[config.mk]
export PLATFORM = sky130hd
export DESIGN_NAME = tag_lookup_flat
export DESIGN_NICKNAME = d
export VERILOG_FILES = /design/src/rtl/tag_lookup_if.sv /design/src/rtl/tag_lookup.sv /design/src/flat_wrapper.sv
export SDC_FILE = /design/constraint.sdc
export NUM_CORES = 1
export LEC_CHECK = 0
export ABC_CLOCK_PERIOD_IN_PS = 4070
export BUFFER_PORTS_ARGS = -buffer_cell sky130_fd_sc_hd__clkbuf_2
export CAP_MARGIN = 10
export CORE_ASPECT_RATIO = 1.5
export CORE_MARGIN = 1.5
export CORE_UTILIZATION = 25
export DETAILED_ROUTE_END_ITERATION = 8
export PLACE_DENSITY = 0.4
export SLEW_MARGIN = 40
export SYNTH_ARGS = -nofsm -noshare
export SYNTH_HDL_FRONTEND = slang
export SYNTH_SLANG_ARGS = --single-unit
[constraint.sdc]
create_clock -name clk -period 4.07 [get_ports clk]
set_clock_uncertainty 0.15 [all_clocks]
set_input_delay 0.814 -clock clk [delete_from_list [all_inputs] [get_ports clk]]
set_output_delay 0.814 -clock clk [all_outputs]
set_load 0.05 [all_outputs]
[src/rtl/tag_lookup_if.sv]
// tag_lookup_if: request/response handshake bundle for tag_lookup.
// master = requester side, slave = tag_lookup side.
interface tag_lookup_if #(
  parameter int NUM_SETS  = 4,
  parameter int ASSOC     = 4,
  parameter int TAG_WIDTH = 20
);
  localparam int SW = $clog2(NUM_SETS);
  localparam int WW = $clog2(ASSOC);

  logic                 req_valid;
  logic                 req_ready;
  logic [SW-1:0]        req_set;
  logic [TAG_WIDTH-1:0] req_tag;
  logic                 resp_valid;
  logic                 resp_ready;
  logic                 resp_hit;
  logic [WW-1:0]        resp_way;
  logic                 resp_evict_valid;
  logic [TAG_WIDTH-1:0] resp_evict_tag;

  modport master (
    output req_valid, req_set, req_tag, resp_ready,
    input  req_ready, resp_valid, resp_hit, resp_way,
    input  resp_evict_valid, resp_evict_tag
  );

  modport slave (
    input  req_valid, req_set, req_tag, resp_ready,
    output req_ready, resp_valid, resp_hit, resp_way,
    output resp_evict_valid, resp_evict_tag
  );
endinterface

[src/rtl/tag_lookup.sv]
// tag_lookup: set-associative tag store and lookup/allocate controller.
// Define TAG_LOOKUP_FLUSH_EN to add the flush_req/flush_done engine.
module tag_lookup #(
  parameter  int NUM_SETS  = 4,
  parameter  int ASSOC     = 4,
  parameter  int TAG_WIDTH = 20,
  localparam int SW = $clog2(NUM_SETS),
  localparam int WW = $clog2(ASSOC)
) (
  input  logic          clk,
  input  logic          reset,
  tag_lookup_if.slave   bus,
  output logic [SW-1:0] lru_set,
  output logic [WW-1:0] lru_selected_way,
  output logic          lru_process,
`ifdef TAG_LOOKUP_FLUSH_EN
  input  logic          flush_req,
  output logic          flush_done,
`endif
  input  logic [WW-1:0] lru_victim_way
);

`ifdef TAG_LOOKUP_FLUSH_EN
  typedef enum logic [2:0] {
    IDLE, LOOKUP, ALLOCATE, RESPOND, FLUSH
  } state_t;
`else
  typedef enum logic [1:0] {
    IDLE, LOOKUP, ALLOCATE, RESPOND
  } state_t;
`endif

  state_t               st_q;
  logic                 rdy_q;
  logic [SW-1:0]        set_q;
  logic [TAG_WIDTH-1:0] tag_r;
  logic [ASSOC-1:0]     valid_q [NUM_SETS];
  logic [TAG_WIDTH-1:0] tag_q [NUM_SETS][ASSOC];
  logic                 rv_q;
  logic                 hit_q;
  logic                 ev_q;
  logic [WW-1:0]        way_q;
  logic [TAG_WIDTH-1:0] evt_q;
  logic [ASSOC-1:0]     hit_vec;
  logic [WW-1:0]        hit_way;
  logic [WW-1:0]        free_way;
  logic [WW-1:0]        victim;
  logic                 any_free;
  logic                 accept;
`ifdef TAG_LOOKUP_FLUSH_EN
  logic [SW-1:0]        fl_q;
`endif

`ifdef TAG_LOOKUP_FLUSH_EN
  assign bus.req_ready = rdy_q && !flush_req;
  assign flush_done    = (st_q == FLUSH) &&
                         (fl_q == SW'(NUM_SETS - 1));
`else
  assign bus.req_ready = rdy_q;
`endif

  assign accept               = bus.req_valid && bus.req_ready;
  assign bus.resp_valid       = rv_q;
  assign bus.resp_hit         = hit_q;
  assign bus.resp_way         = way_q;
  assign bus.resp_evict_valid = ev_q;
  assign bus.resp_evict_tag   = evt_q;
  assign lru_set = (st_q == IDLE) ? '0 : set_q;

  // Descending scan so the lowest matching index wins.
  always_comb begin
    hit_vec  = '0;
    hit_way  = '0;
    free_way = '0;
    any_free = 1'b0;
    for (int w = 0; w < ASSOC; w++) begin
      hit_vec[w] = valid_q[set_q][w] &&
                   (tag_q[set_q][w] == tag_r);
    end
    for (int w = ASSOC - 1; w >= 0; w--) begin
      if (hit_vec[w]) hit_way = WW'(w);
      if (!valid_q[set_q][w]) begin
        free_way = WW'(w);
        any_free = 1'b1;
      end
    end
    victim = any_free ? free_way : lru_victim_way;
  end

  always_comb begin
    lru_process      = 1'b0;
    lru_selected_way = '0;
    if (st_q == LOOKUP && |hit_vec) begin
      lru_process      = 1'b1;
      lru_selected_way = hit_way;
    end
    if (st_q == ALLOCATE) begin
      lru_process      = 1'b1;
      lru_selected_way = victim;
    end
  end

  always_ff @(posedge clk) begin
    if (st_q == ALLOCATE) tag_q[set_q][victim] <= tag_r;
  end

  always_ff @(posedge clk or negedge reset) begin
    if (!reset) begin
      st_q  <= IDLE;
      rdy_q <= 1'b0;
      set_q <= '0;
      tag_r <= '0;
      rv_q  <= 1'b0;
      hit_q <= 1'b0;
      ev_q  <= 1'b0;
      way_q <= '0;
      evt_q <= '0;
      for (int s = 0; s < NUM_SETS; s++) valid_q[s] <= '0;
`ifdef TAG_LOOKUP_FLUSH_EN
      fl_q  <= '0;
`endif
    end else begin
      unique case (st_q)
        IDLE: begin
`ifdef TAG_LOOKUP_FLUSH_EN
          if (flush_req) begin
            st_q  <= FLUSH;
            rdy_q <= 1'b0;
            fl_q  <= '0;
          end else
`endif
          if (accept) begin
            set_q <= bus.req_set;
            tag_r <= bus.req_tag;
            st_q  <= LOOKUP;
            rdy_q <= 1'b0;
          end else begin
            rdy_q <= 1'b1;
          end
        end
        LOOKUP: begin
          if (|hit_vec) begin
            hit_q <= 1'b1;
            way_q <= hit_way;
            ev_q  <= 1'b0;
            evt_q <= '0;
            rv_q  <= 1'b1;
            st_q  <= RESPOND;
          end else begin
            st_q  <= ALLOCATE;
          end
        end
        ALLOCATE: begin
          valid_q[set_q][victim] <= 1'b1;
          hit_q <= 1'b0;
          way_q <= victim;
          ev_q  <= valid_q[set_q][victim];
          evt_q <= valid_q[set_q][victim] ?
                   tag_q[set_q][victim] : '0;
          rv_q  <= 1'b1;
          st_q  <= RESPOND;
        end
        RESPOND: begin
          if (bus.resp_ready) begin
            rv_q  <= 1'b0;
            rdy_q <= 1'b1;
            st_q  <= IDLE;
          end
        end
`ifdef TAG_LOOKUP_FLUSH_EN
        FLUSH: begin
          valid_q[fl_q] <= '0;
          fl_q <= fl_q + SW'(1);
          if (fl_q == SW'(NUM_SETS - 1)) begin
            rdy_q <= 1'b1;
            st_q  <= IDLE;
          end
        end
`endif
        default: st_q <= IDLE;
      endcase
    end
  end

  // A duplicate tag within one set would light several hit bits.
  a_hit_onehot: assert property (
    @(posedge clk) disable iff (!reset)
    (st_q == LOOKUP) |-> $onehot0(hit_vec)
  );

endmodule

[src/flat_wrapper.sv]
// flat-port wrapper written by rule: the top's interface ports become plain ports
module tag_lookup_flat 
#(
  parameter  int NUM_SETS  = 4,
  parameter  int ASSOC     = 4,
  parameter  int TAG_WIDTH = 20,
  localparam int SW = $clog2(NUM_SETS),
  localparam int WW = $clog2(ASSOC)
)
  (clk, reset, lru_set, lru_selected_way, lru_process, lru_victim_way, bus_req_valid, bus_req_set, bus_req_tag, bus_resp_ready, bus_req_ready, bus_resp_valid, bus_resp_hit, bus_resp_way, bus_resp_evict_valid, bus_resp_evict_tag);
  tag_lookup_if #(.NUM_SETS(NUM_SETS), .ASSOC(ASSOC), .TAG_WIDTH(TAG_WIDTH)) bus_i ();
  input  logic clk;
  input  logic reset;
  output logic [SW-1:0] lru_set;
  output logic [WW-1:0] lru_selected_way;
  output logic lru_process;
  input  logic [WW-1:0] lru_victim_way;
  input wire logic [$bits(bus_i.req_valid)-1:0] bus_req_valid;
  input wire logic [$bits(bus_i.req_set)-1:0] bus_req_set;
  input wire logic [$bits(bus_i.req_tag)-1:0] bus_req_tag;
  input wire logic [$bits(bus_i.resp_ready)-1:0] bus_resp_ready;
  output wire logic [$bits(bus_i.req_ready)-1:0] bus_req_ready;
  output wire logic [$bits(bus_i.resp_valid)-1:0] bus_resp_valid;
  output wire logic [$bits(bus_i.resp_hit)-1:0] bus_resp_hit;
  output wire logic [$bits(bus_i.resp_way)-1:0] bus_resp_way;
  output wire logic [$bits(bus_i.resp_evict_valid)-1:0] bus_resp_evict_valid;
  output wire logic [$bits(bus_i.resp_evict_tag)-1:0] bus_resp_evict_tag;
  assign bus_i.req_valid = bus_req_valid;
  assign bus_i.req_set = bus_req_set;
  assign bus_i.req_tag = bus_req_tag;
  assign bus_i.resp_ready = bus_resp_ready;
  assign bus_req_ready = bus_i.req_ready;
  assign bus_resp_valid = bus_i.resp_valid;
  assign bus_resp_hit = bus_i.resp_hit;
  assign bus_resp_way = bus_i.resp_way;
  assign bus_resp_evict_valid = bus_i.resp_evict_valid;
  assign bus_resp_evict_tag = bus_i.resp_evict_tag;
  tag_lookup #(.NUM_SETS(NUM_SETS), .ASSOC(ASSOC), .TAG_WIDTH(TAG_WIDTH)) u_core (.clk(clk), .reset(reset), .bus(bus_i), .lru_set(lru_set), .lru_selected_way(lru_selected_way), .lru_process(lru_process), .lru_victim_way(lru_victim_way));
endmodule
==> reports/results.tsv <==
stage	metric	value	unit
routing	dr.pass1.iters	5	
power	comb_power_share	49.1	%
synth	postSynthAreaPerCell	17.8	um2
min_path	min_path_type	flop to flop	
clocking	worst_skew_pair.late_latency	0.55	ns
global_routing	grt_util_all_layers	16.4	%
finish	seq_area	0.0113	mm2
power	p_leak	7.74	nW
floorplan	die_w	214	um
placement	dp_cells	2000	
power	pwr-share-seq	31.0	%
worst_setup_path	critical-path-max-stage-delay	0.55	ns
finish	syn_to_final_growth	28.1	%
sta	rsz0062_at_grt	true	
global_routing	grt_pass1_wl	79200	um
synth	async_flop_share	17.1	%
finish	fin_cells	2093	
routing	vias_per_cell	4.50	
routing	initialDrtViolationCount	566	
synth	synth_top_area_share	57.5	%
worst_setup_path	cp-start-kind	flop	
floorplan	io_pins	59	
worst_setup_path	crit_arrival	3.84	ns
synth	ys_warn_count	0	
worst_setup_path	worstSetupEndpointType	primary output	
finish	nFillCells	6545	
sta	max_clock_freq	0.208	GHz
worst_setup_path	worstPathMaxFanout	6	
finish	drive_gt1_share	43.3	%
clocking	root_buffer	clkbuf_16	
power	total_power	0.0189	W
clocking	clk_pin_slew_worst_paths	0.06	ns
power	ir_drop	0.333	mV
worst_setup_path	crit_type	flop to primary output	
sta	worstMarginPinSlew	0.673	ns
worst_setup_path	rr_startpoint	u_core.set_q[0]	
synth	synth-seq-cells	386	
power	p_per_area	882	mW/mm2
power	internal_power	0.0118	W
placement	gp_congestion	0.780	
synth	synth_largest_area_cell	edfxtp_1	
min_path	min_from	u_core.valid_q[5]	
global_routing	grt_max_degree	32	
clocking	cts_tree	done	
synth	dominantRegCellSynth	edfxtp_1	
floorplan	die_area	0.0684	mm2
worst_setup_path	ff2ff_path_depth	15	
status	status	finished, violations left	
synth	yosysUniqueCellTypes	56	
sta	finalCritPeriodShare	118	%
finish	nets	1218	
placement	io_buffers	58	
sta	fin_ws	-0.736	ns
run	maxCapViolCount	0	
status	violations	setup timing	
clocking	cts.sinks	386	
floorplan	coreArea	0.0659	mm2
worst_setup_path	r2r-end	u_core.bus.resp_evict_tag[5]	
global_routing	grt_pass1_vias	10584	
sta	relSlewSlack	55.0	%
routing	ant_nets	0	
synth	netlist_area	0.0167	mm2
sta	finalSetupViolations	3	
synth	ys_seq_area_share	67.4	%
global_routing	antenna_found_initial	0	
worst_setup_path	worstPathRequired	3.11	ns
synth	yosys-top-cells-area	edfxtp_1, mux4_2, dfrtp_1	
power	p_switching	0.00708	W
floorplan	die_y	320	um
clocking	htreeDepth	2	
min_path	holdPathStages	1	
placement	place_hpwl	39400	um
synth	syn_inst	936	
routing	num_vias	9426	
clocking	cts_buffers	40	
sta	slew_violations	0	
synth	synth_nets	968	
sta	period_needed	4.81	ns
worst_setup_path	critical_path.top_delay_family	buffers and inverters	
finish	multi_input_area	0.00535	mm2
synth	synth_edf_count	320	
worst_setup_path	r2r_setup_slack	0.09	ns
worst_setup_path	slowest_stage	mux4_2	
routing	wirelength	55100	um
sta	final_hold_viol_count	0	
power	power.share.switching	37.5	%
worst_setup_path	path_buf_inv	6	
clocking	cts_buffer_depth	3	
routing	routedWlPerCell	26.3	um
global_routing	grt-ovfl-total	0	
power	clkPwrFrac	20.0	%
routing	drc_errors	0	
min_path	worstHoldEndpoint	u_core.valid_q[5]	
floorplan	initial_core_util	25.3	%
floorplan	rows	115	
finish	insertedDiodeCount	0	
worst_setup_path	cp_cell_sequence	buf_12 > buf_12 > mux4_2 > xnor2_1 > buf_4 > nand4_1 > nor4_4 > buf_4 > nand4_1 > buf_4 > nand4_4 > a21oi_4 > nor2_4 > buf_12	
## worst max-delay path by stage
| stage | cells after the start | slack, ns | end | startpoint |
|---|---|---|---|---|
| after detailed placement | 13 | -0.67 | lru_selected_way[0] | u_core.set_q[0] |
| after global placement | 13 | -0.99 | lru_selected_way[0] | u_core.set_q[0] |
| after floorplan | 11 | 0.04 | u_core.tag_q[0][20] | u_core.set_q[0] |
| final | 14 | -0.74 | lru_selected_way[0] | u_core.set_q[0] |
| after global routing | 14 | -0.87 | lru_selected_way[0] | u_core.set_q[0] |
| after CTS | 14 | -0.75 | lru_selected_way[0] | u_core.set_q[0] |
## cell families (layout without fill, tap and decap cells)
group,after synthesis,in the layout,share of synthesized area (%)
buffers and inverters,73,353,2.39
xor gates and xnor gates,74,74,3.88
adders and majority gates,4,4,0.300
AOI/OAI and AO/OA,65,65,2.73
muxes,185,185,18.6
and+or+nand+nor,149,149,4.68
DFF,386,386,67.4
## worst register-to-register path, stage by stage, from the launching register on
cell and delay, ns:
dfrtp_4 0.54, buf_12 0.17, buf_12 0.13, mux4_2 0.55, xnor2_1 0.18, buf_4 0.13
nand4_1 0.13, nor4_4 0.51, buf_4 0.19, nand4_1 0.13, buf_4 0.21, nand4_4 0.08
buf_4 0.16, mux2i_4 0.08, buf_4 0.21, mux2_4 0.32
## cells in the final DEF, fill, tap and decap left out, types with 6 or more instances in the layout
| cell | instances |
|---|---|
| or2_2 | 17 |
| a211oi_1 | 13 |
| buf_4 | 178 |
| a21oi_1 | 14 |
| mux4_2 | 84 |
| clkbuf_2 | 54 |
| clkbuf_16 | 41 |
| xor2_1 | 24 |
| mux2i_1 | 49 |
| nand3_1 | 10 |
| o21ai_0 | 8 |
| mux2_2 | 28 |
| and3_1 | 12 |
| nor2_2 | 12 |
| nand4_1 | 10 |
| nor2_1 | 8 |
| xnor2_1 | 35 |
| clkinv_1 | 7 |
| xnor2_2 | 13 |
| clkbuf_1 | 8 |
| edfxtp_1 | 320 |
| mux2_1 | 6 |
| inv_1 | 9 |
| mux2_4 | 12 |
| nand2_1 | 35 |
| clkbuf_8 | 7 |
| dfrtp_1 | 64 |
| buf_12 | 30 |
| nor2b_1 | 13 |
## Yosys cell counts, types with 2 or more instances
library cell	count
a2111oi_0	2
a211oi_1	13
a21oi_1	15
a22o_1	2
a22oi_1	4
and2_1	2
and3_1	12
buf_1	8
buf_12	2
buf_2	10
buf_4	7
buf_6	7
clkbuf_1	26
dfrtp_1	66
edfxtp_1	320
ha_1	4
inv_1	10
inv_2	2
mux2_1	6
mux2_2	28
mux2_4	12
mux2i_1	49
mux4_1	9
mux4_2	79
nand2_1	36
nand2b_1	4
nand3_1	15
nand4_1	10
nor2_1	21
nor2b_1	13
nor3_1	8
nor4_1	8
o2111ai_1	4
o21ai_0	8
o22a_1	2
o22ai_1	3
o31ai_1	2
or2_2	17
xnor2_1	48
xor2_1	26
## cell type report
cell class,count,share of cell area (%)
clock buffers,56,5.39
well taps,877,5.13
repair buffers,269,10.8
inverters,12,0.211
multi-input cells,477,25.0
flip-flops and latches,386,52.7
clock inverters,16,0.819
## state kept, by name (all words and copies together), names as in the netlist
signal,flops
u_core.bus.resp_valid,1
u_core.tag_r,20
u_core.bus.resp_evict_valid,1
u_core.valid_q,16
u_core.set_q,2
u_core.bus.resp_hit,1
u_core.bus.req_ready,1
u_core.st_q,2
u_core.bus.resp_way,2
u_core.bus.resp_evict_tag,20
u_core.tag_q,320
## layer usage
metal / wire, um / GRT usage [%] / vias to the layer above
met5: 0 / 0 / -
met1: 21500 / 18.7 / 5013
met2: 30000 / 30.6 / 167
li1: - / - / 4172
met4: 2080 / 6.62 / 0
met3: 1540 / 2.03 / 74
## power by group through the flow
| stage | logic, W | clock network (W) | registers (W) |
|---|---|---|---|
| floorplan | 0.00462 | 0 | 0.00592 |
| global placement | 0.00895 | 0 | 0.00590 |
| detailed placement | 0.00897 | 0 | 0.00591 |
| CTS | 0.00932 | 0.00389 | 0.00584 |
| global route | 0.00985 | 0.00402 | 0.00590 |
| finish | 0.00925 | 0.00377 | 0.00584 |
## through the flow
stage / cell area, um2 / utilization [%] / hold WS, ns / setup WS [ns] / setup TNS [ns]
4_1_cts: 21300 / 32.3 / 0.316 / -0.753 / -2.15
2_1_floorplan: 16700 / - / 0.280 / 0.0366 / 0
3_5_place_dp: 19700 / 29.8 / 0.298 / -0.667 / -7.28
3_3_place_gp: 19600 / 29.8 / 0.298 / -0.993 / -16.25
6_report: 21400 / 32.5 / 0.313 / -0.736 / -2.07
5_1_grt: 21400 / 32.5 / 0.328 / -0.875 / -2.90
## repair_timing
item,in CTS,in global routing
hold buffers,1,0
buffers inserted,12,9
setup endpoints to repair,25,23
endpoints found under the hold margin,3,0
pin swaps,12,8
resized for setup,43,9
(Power assumes the default switching activity.)
